$ cat src/rtl/clkgen_pkg.sv
// Shared defaults and the limit helper for the multi-channel divided-clock generator.
// Constants only; no latency and no flow control.
package clkgen_pkg;

  localparam int unsigned CLKGEN_CNT_W         = 32;
  localparam int unsigned CLKGEN_DEFAULT_LIMIT = 25000;

  // Half-period limit that turns f_in into f_out.
  function automatic int unsigned calc_limit(input int unsigned f_in, input int unsigned f_out);
    return f_in / 2 / f_out;
  endfunction

endpackage

$ cat src/rtl/clkgen_chan.sv
// One divider channel: counter, limit register and toggle/tick logic.
// Registered outputs; the first toggle comes after eff_lim enabled cycles. There is no backpressure.
module clkgen_chan
  import clkgen_pkg::*;
#(
  parameter int unsigned     CNT_W   = CLKGEN_CNT_W,
  parameter logic [CNT_W-1:0] RST_LIM = CNT_W'(CLKGEN_DEFAULT_LIMIT)
) (
  input  logic             i_clk,
  input  logic             i_rst_n,
  input  logic             i_en,
  input  logic             i_wr,
  input  logic             i_sync,
  input  logic [CNT_W-1:0] i_limit,
  output logic             o_clk,
  output logic             o_tick
);

  logic [CNT_W-1:0] r_cnt;
  logic [CNT_W-1:0] r_lim;
  logic             r_clk;
  logic             r_tick;

  logic [CNT_W-1:0] w_eff_lim;
  logic [CNT_W:0]   w_nxt;
  logic             w_hit;

  // A limit of 0 behaves like 1 so the channel never stalls.
  assign w_eff_lim = (r_lim == '0) ? {{(CNT_W-1){1'b0}}, 1'b1} : r_lim;
  // The extra MSB keeps an all-ones count from wrapping past the limit.
  assign w_nxt     = {1'b0, r_cnt} + {{CNT_W{1'b0}}, 1'b1};
  assign w_hit     = (w_nxt >= {1'b0, w_eff_lim});

  always_ff @(posedge i_clk) begin
    if (!i_rst_n) begin
      r_cnt  <= '0;
      r_lim  <= RST_LIM;
      r_clk  <= 1'b0;
      r_tick <= 1'b0;
    end else if (i_sync) begin
      r_cnt  <= '0;
      r_clk  <= 1'b0;
      r_tick <= 1'b0;
      if (i_wr) begin
        r_lim <= i_limit;
      end
    end else if (i_wr) begin
      r_lim  <= i_limit;
      r_cnt  <= '0;
      r_tick <= 1'b0;
    end else if (i_en) begin
      if (w_hit) begin
        r_cnt  <= '0;
        r_clk  <= ~r_clk;
        r_tick <= ~r_clk;
      end else begin
        r_cnt  <= w_nxt[CNT_W-1:0];
        r_tick <= 1'b0;
      end
    end else begin
      r_tick <= 1'b0;
    end
  end

  assign o_clk  = r_clk;
  assign o_tick = r_tick;

endmodule

$ cat src/rtl/clkgen_multi.sv
// NUM_CH independent divided clocks with rise strobes, plus limit-write decode; optional
// phase-align input under CLKGEN_MULTI_SYNC_EN. Registered outputs, no backpressure.
module clkgen_multi
  import clkgen_pkg::*;
#(
  parameter int unsigned NUM_CH        = 4,
  parameter int unsigned CNT_W         = CLKGEN_CNT_W,
  parameter int unsigned DEFAULT_LIMIT = CLKGEN_DEFAULT_LIMIT
) (
  input  logic                                         clkin,
  input  logic                                         rst,
`ifdef CLKGEN_MULTI_SYNC_EN
  input  logic                                         sync,
`endif
  input  logic [NUM_CH-1:0]                            clken,
  input  logic                                         cfg_wr,
  input  logic [((NUM_CH > 1) ? $clog2(NUM_CH) : 1)-1:0] cfg_ch,
  input  logic [CNT_W-1:0]                             cfg_limit,
  output logic [NUM_CH-1:0]                            clkout,
  output logic [NUM_CH-1:0]                            tick
);

  localparam int unsigned CH_W = (NUM_CH > 1) ? $clog2(NUM_CH) : 1;

  logic              w_sync;
  logic [NUM_CH-1:0] w_wr;

`ifdef CLKGEN_MULTI_SYNC_EN
  assign w_sync = sync;
`else
  assign w_sync = 1'b0;
`endif

  // Indices at or above NUM_CH match no channel, so such writes are dropped.
  for (genvar g = 0; g < NUM_CH; g++) begin : g_ch
    assign w_wr[g] = cfg_wr && (cfg_ch == CH_W'(g));

    clkgen_chan #(
      .CNT_W   (CNT_W),
      .RST_LIM (CNT_W'(DEFAULT_LIMIT))
    ) u_chan (
      .i_clk   (clkin),
      .i_rst_n (rst),
      .i_en    (clken[g]),
      .i_wr    (w_wr[g]),
      .i_sync  (w_sync),
      .i_limit (cfg_limit),
      .o_clk   (clkout[g]),
      .o_tick  (tick[g])
    );
  end

endmodule
$ cat config.mk
export PLATFORM = sky130hd
export DESIGN_NAME = clkgen_multi
export DESIGN_NICKNAME = d
export VERILOG_FILES = /design/src/rtl/clkgen_pkg.sv /design/src/rtl/clkgen_chan.sv /design/src/rtl/clkgen_multi.sv
export SDC_FILE = /design/constraint.sdc
export NUM_CORES = 1
export LEC_CHECK = 0
export CAP_MARGIN = 25
export CORE_MARGIN = 2
export CORE_UTILIZATION = 55
export CTS_CLUSTER_DIAMETER = 40
export DETAILED_ROUTE_END_ITERATION = 16
export GPL_TIMING_DRIVEN = 0
export PLACE_DENSITY = 0.8
export SKIP_LAST_GASP = 1
export SYNTH_ARGS = -nofsm -noshare
export SYNTH_HDL_FRONTEND = slang
export SYNTH_SLANG_ARGS = --single-unit
$ cat constraint.sdc
create_clock -name clkin -period 4.9 [get_ports clkin]
set_input_delay 0.98 -clock clkin [delete_from_list [all_inputs] [get_ports clkin]]
set_output_delay 0.98 -clock clkin [all_outputs]
set_load 0.005 [all_outputs]
After elaboration in Yosys (flattened, before gate mapping)
Index checks and enable logic that the tools add are counted.
{"block": "op_classes", "addsub": 4, "n_lt_le_gt_ge": 4, "n_eq_ne": 3, "mux": 8, "bitwise_logic": 17, "reduce_logical": 21}
{"cell": "$mux 32", "n": 8}
{"cell": "$add 32x1->33 const B", "n": 4}
{"cell": "$ge 33x32->1", "n": 4}
{"cell": "$logic_not 32->1", "n": 4}
{"cell": "$not 1->1", "n": 17}
{"cell": "$reduce_or 4->1", "n": 4}
{"cell": "$reduce_and 3->1", "n": 4}
{"cell": "$reduce_or 2->1", "n": 4}
{"cell": "$eq 2x2->1 const B", "n": 2}
{"cell": "$logic_and 1x1->1", "n": 4}
{"cell": "$eq 2x1->1 const B", "n": 1}
{"cell": "$logic_not 2->1", "n": 1}
{"block": "totals", "regBits": 264}

Logic depth before layout (Yosys ltp)
{"block": "logic_depth", "depth_word": 5, "depth_mapped": 18, "depth_no_buf": 15}

Hierarchy
Synthesis repeated with hierarchy kept, for this count alone.
{"block": "unflattened", "cells_unflattened": 1945, "hier_area_um2": 16600.9}
{"module": "clkgen_chan (g_ch[0].u_chan ...)", "n_inst": 2, "cells_each": 473, "area_per_inst_um2": 4101.4}
{"module": "clkgen_chan (g_ch[3].u_chan)", "n_inst": 1, "cells_each": 493, "area_per_inst_um2": 4215.3}
{"module": "clkgen_chan (g_ch[1].u_chan)", "n_inst": 1, "cells_each": 501, "area_per_inst_um2": 4141.5}
{"module": "clkgen_multi", "n_inst": 1, "cells_each": 5, "area_per_inst_um2": 41.3}

Least setup slack after synthesis
No wires, ideal clock.
{"block": "synth_timing", "kind": "register -> register", "startpoint": "reg g_ch[3].u_chan.r_cnt[4]", "endpoint": "reg g_ch[3].u_chan.r_cnt[9]", "arrival_time_ps": 3841, "required_time_ps": 4840, "setup_slack_ps": 1000, "path_stages_with_launch": 19, "n_path_buf": 4, "path_cell_list": "dfxtp_1 -> buf_2 -> and3_1 -> nand3_1 -> nor3_1 -> nand2b_1 -> clkbuf_1 -> nor4_1 -> xor2_1 -> ha_1 -> nand3_1 -> nor3_1 -> a22oi_1 -> o2111ai_1 -> nor4_2 -> and3_1 -> buf_6 -> buf_6 -> a22o_1"}
{"block": "synth_between", "elab_chain_cells": 3}
{"element": "start: declaration", "line": "clkgen_chan.sv:19", "source": "logic [CNT_W-1:0] r_cnt;"}
{"element": "start signal: assignment", "line": "clkgen_chan.sv:57", "source": "r_cnt <= w_nxt[CNT_W-1:0];"}
{"element": "$add 32x1->33 *", "line": "clkgen_chan.sv:31", "source": "assign w_nxt = {1'b0, r_cnt} + {{CNT_W{1'b0}}, 1'b1};"}
{"element": "$ge 33x32->1", "line": "clkgen_chan.sv:32", "source": "assign w_hit = (w_nxt >= {1'b0, w_eff_lim});"}
{"element": "$mux 32 *", "line": "clkgen_chan.sv:52", "source": "if (w_hit) begin"}
Every way passes the cells marked *; elsewhere a longest branch is shown, timed or not.
A chain may end at the register's enable or synchronous reset.

Worst setup path in the final report
{"block": "layout_timing", "startpoint": "reg g_ch[2].u_chan.r_cnt[0]", "endpoint": "reg g_ch[2].u_chan.r_cnt[11]"}
{"block": "layout_between", "elab_chain_cells": 3}
{"element": "start: declaration", "line": "clkgen_chan.sv:19"}
{"element": "start signal: assignment", "line": "clkgen_chan.sv:57"}
{"element": "$add 32x1->33 *", "line": "clkgen_chan.sv:31"}
{"element": "$ge 33x32->1", "line": "clkgen_chan.sv:32"}
{"element": "$mux 32 *", "line": "clkgen_chan.sv:52"}
Marks and branches as above.

==> results.tsv <==
stage	metric	value	unit
cts	cts_buffers	43	
grt	grt_pass1_vias	15100	
die	num_rows	63	
synthesis	synth_edf_count	0	
place	dp_hpwl	34100	um
critical_path	critPathArrivalTime	5100	ps
synthesis	ys_top_cells_by_area	dfxtp_1 32%, ha_1 10%, nand2_1 8.2%	
critical_path	end_kind	flop	
synthesis	synth_commonest_cells	358 x nand2_1, 264 x dfxtp_1, 139 x inv_1	
critical_path	reg2reg_slack	240	ps
cts	cts_tree	done	
sta	max_freq	215	MHz
critical_path	crit_path_start_kind	flop	
finish	postLayoutCoreUtil	64.1	%
sta	finalSetupViolCount	0	
sta	tightest_slew	856	ps
die	dieArea	31300	um^2
finish	final.fill_count	2529	
sta	maxSlewViolCount	0	
power_and_ir_drop	p_per_area	305	nW/um^2
sta	final-hold-violation-count	0	
drt	first_pass_iters	7	
synthesis	syn-num-nets	2281	
drt	routedWlPerCell	17.7	um
power_and_ir_drop	vdd_drop_max	291	uV
die	chipWidth	177	um
worst_hold_path	worstHoldPathCells	1	
critical_path	crit_type	flop to flop	
cts	postCtsHoldBufs	0	
run	cap_violations	0	
finish	final_nets	2371	
critical_path	rr_worst_depth	15	
sta	clock_skew	30.1	ps
drt	drtAntennaViolNets	0	
cts	cts_root_buf	clkbuf_16	
sta	setup_tns	0	ps
finish	multi_input_area	10100	um^2
grt	antenna_found_initial	0	
critical_path	reg2reg_from	g_ch[2].u_chan.r_cnt[0]$_SDFFE_PP0P_	
synthesis	synth_cell_types	67	
synthesis	netlist_area	16500	um^2
synthesis	syn_area_per_cell	7.81	um^2
power_and_ir_drop	switchingPower	1.48	mW
die	io_pins	49	
grt	grt-ovfl-total	0	
finish	syn2layout_area_growth	15.0	%
finish	fin_cells	2621	
drt	num_vias	15700	
worst_hold_path	hold_path_end	g_ch[0].u_chan.o_tick$_SDFF_PP0_	
critical_path	crit_fanout	10	
die	core	29600	um^2
drt	first_iter_violations	1309	
cts	clockBufferDepth	3	
die	start_util	55.7	%
critical_path	cp_data_required_time	5340	ps
drt	routed_wl	46300	um
die	die_h	177	um
sta	relSlewSlack	42.9	%
sta	period_minus_slack	4660	ps
synthesis	yosysMostFrequentCell	nand2_1	
power_and_ir_drop	share_comb_of_total_power	7.3	%
critical_path	reg2reg_to	g_ch[2].u_chan.r_cnt[11]$_SDFFE_PP0P_	
power_and_ir_drop	intPower	4.30	mW
power_and_ir_drop	leakage	7.27	nW
grt	grt_start_max_net_pins	14	
synthesis	ys_ff_latch	264	
synthesis	yosysSeqAreaShare	32.1	%
power_and_ir_drop	p_sw_share	25.6	%
grt	grt_usage	29.0	%
power_and_ir_drop	power	5.78	mW
drt	drcViolationCount	0	
finish	drive_gt1_share	5.83	%
outcome	status	finished clean	
cts	htreeDepth	2	
cts	cts.clk_slew.worst_paths	60	ps
worst_hold_path	hp-class	flop to flop	
cts	cts.sinks	264	
sta	period_share	95.1	%
grt	grt_pass1_wl	73500	um
synthesis	synth_ff_type	dfxtp_1	
drt	drt-vias-per-instance	5.99	
power_and_ir_drop	p_seq_share	38.5	%
synthesis	yosys_warnings	0	
synthesis	yosysTopAreaCell	dfxtp_1	
finish	ff_latch_area	5290	um^2
cts	insertion_delay	550	ps
place	io_buffers	45	
power_and_ir_drop	pwr-share-clk	54.2	%
finish	diodes	0	
synthesis	syn_inst	2108	
worst_hold_path	min-delay-start	g_ch[0].u_chan.o_clk$_SDFFE_PN0P_	
place	dp_cells	2543	
place	gp_congestion	0.940	
synthesis	netlist.area_leader.share	32.1	%
synthesis	async_flop_share	0	%
placed cells by master, fill, tap and decap left out, types with 11 or more instances in the layout:
cell type        Yosys  routed
o211ai_1            36      36
nand3_1            123     123
clkbuf_1            94      94
xor2_1              46      46
inv_1              139     139
nand2b_1            75      75
and4_1              16      16
nand4_1             71      71
and3_1              28      28
nor3_1              44      42
o21ai_0             18      18
nor2_1              80      79
a22o_1              17      17
inv_6                0      11
dfxtp_1            264     264
o21ai_1             13      13
nand4b_1            13      13
buf_4               12      12
clkbuf_16            0      43
a31oi_1             26      26
clkdlybuf4s50_1      0      45
buf_2               13      13
xnor2_1             78      78
ha_1               132     132
a21boi_0           105     105
nand3b_1            18      18
a21oi_1            107     107
nand2_1            358     358
nor4_1              47      45
power by group through the flow:
stage | Combinational, mW | Sequential, mW | Clock, mW
after floorplan | 0.248 | 2.26 | 0
after global placement | 0.389 | 2.27 | 0
after detailed placement | 0.403 | 2.27 | 0
after CTS | 0.407 | 2.23 | 3.16
after global routing | 0.457 | 2.23 | 3.26
final | 0.420 | 2.23 | 3.13
critical path: stages (launching register included):
cell	delay [ps]
dfxtp_1	420
ha_1	260
nand3_1	270
nand4bb_1	390
or3_1	470
nor2_1	150
xor2_1	340
ha_1	330
nand4_1	190
nor3_1	80
a221oi_1	280
nand2_1	110
nor3_2	460
clkbuf_1	460
nand4_1	160
a21oi_1	190
cell families after synthesis:
logic type / count (synthesis) / share of synthesized area [%]
flip-flops: 264 / 32.1
AO/OA/AOI/OAI: 381 / 15.5
adder cells (fa/ha/maj): 132 / 10.0
buffers and inverters: 269 / 6.60
XOR/XNOR: 124 / 6.60
AND/OR/NAND/NOR: 938 / 29.2
worst max path at each step:
stage / start / cells past startpoint / slack, ps / to
6_report: g_ch[2].u_chan.r_cnt[0]$_SDFFE_PP0P_ / 15 / 240 / g_ch[2].u_chan.r_cnt[11]$_SDFFE_PP0P_
5_1_grt: g_ch[2].u_chan.r_cnt[0]$_SDFFE_PP0P_ / 15 / -30 / g_ch[2].u_chan.r_cnt[1]$_SDFFE_PP0P_
4_1_cts: g_ch[3].u_chan.r_cnt[4]$_SDFFE_PP0P_ / 18 / 3 / g_ch[3].u_chan.r_cnt[27]$_SDFFE_PP0P_
3_5_place_dp: g_ch[3].u_chan.r_cnt[4]$_SDFFE_PP0P_ / 17 / -50 / g_ch[3].u_chan.r_cnt[7]$_SDFFE_PP0P_
3_3_place_gp: g_ch[3].u_chan.r_cnt[4]$_SDFFE_PP0P_ / 17 / 70 / g_ch[3].u_chan.r_cnt[7]$_SDFFE_PP0P_
2_1_floorplan: g_ch[3].u_chan.r_cnt[4]$_SDFFE_PP0P_ / 18 / 1000 / g_ch[3].u_chan.r_cnt[9]$_SDFFE_PP0P_
area by class of cell:
cell class | instances | share of cell area [%]
Multi-Input combinational cell | 1575 | 53.6
Sequential cell | 264 | 27.9
Clock buffer | 49 | 5.96
Buffer | 130 | 3.00
Inverter | 139 | 2.75
Tap cell | 390 | 2.58
Timing Repair Buffer | 45 | 2.38
Clock inverter | 29 | 1.87
layer usage:
metal / up-vias / track usage [%] / routed length (um) / share of wire [%]
li1: 7584 / - / - / -
met1: 7418 / 38.1 / 19700 / 43
met2: 603 / 47.7 / 21300 / 46
met3: 107 / 5.54 / 3930 / 8.5
met4: 0 / 9.33 / 1370 / 3.0
met5: - / 0 / 0 / 0
flip-flops by register name, indices dropped and copies added (netlist names):
name and count:
g_ch.u_chan.o_clk 4, g_ch.u_chan.r_cnt 128, g_ch.u_chan.r_lim 128, g_ch.u_chan.o_tick 4
stage by stage:
step / cell area, um^2 / hold WS [ps] / setup WS, ps
global route: 18900 / 493 / -28.0
detailed placement: 17400 / 460 / -48.3
floorplan: 16500 / 433 / 1000
global placement: 17400 / 464 / 66.6
finish: 18900 / 473 / 240
CTS: 18900 / 468 / 2.81
timing repair:
item	CTS	global route
endpoints found under the setup margin	20	89
endpoints found under the hold margin	0	0
gates resized for setup	1	13
setup buffers	0	0
pin swaps	0	1
Note: power is estimated with default switching activity, not from simulation.
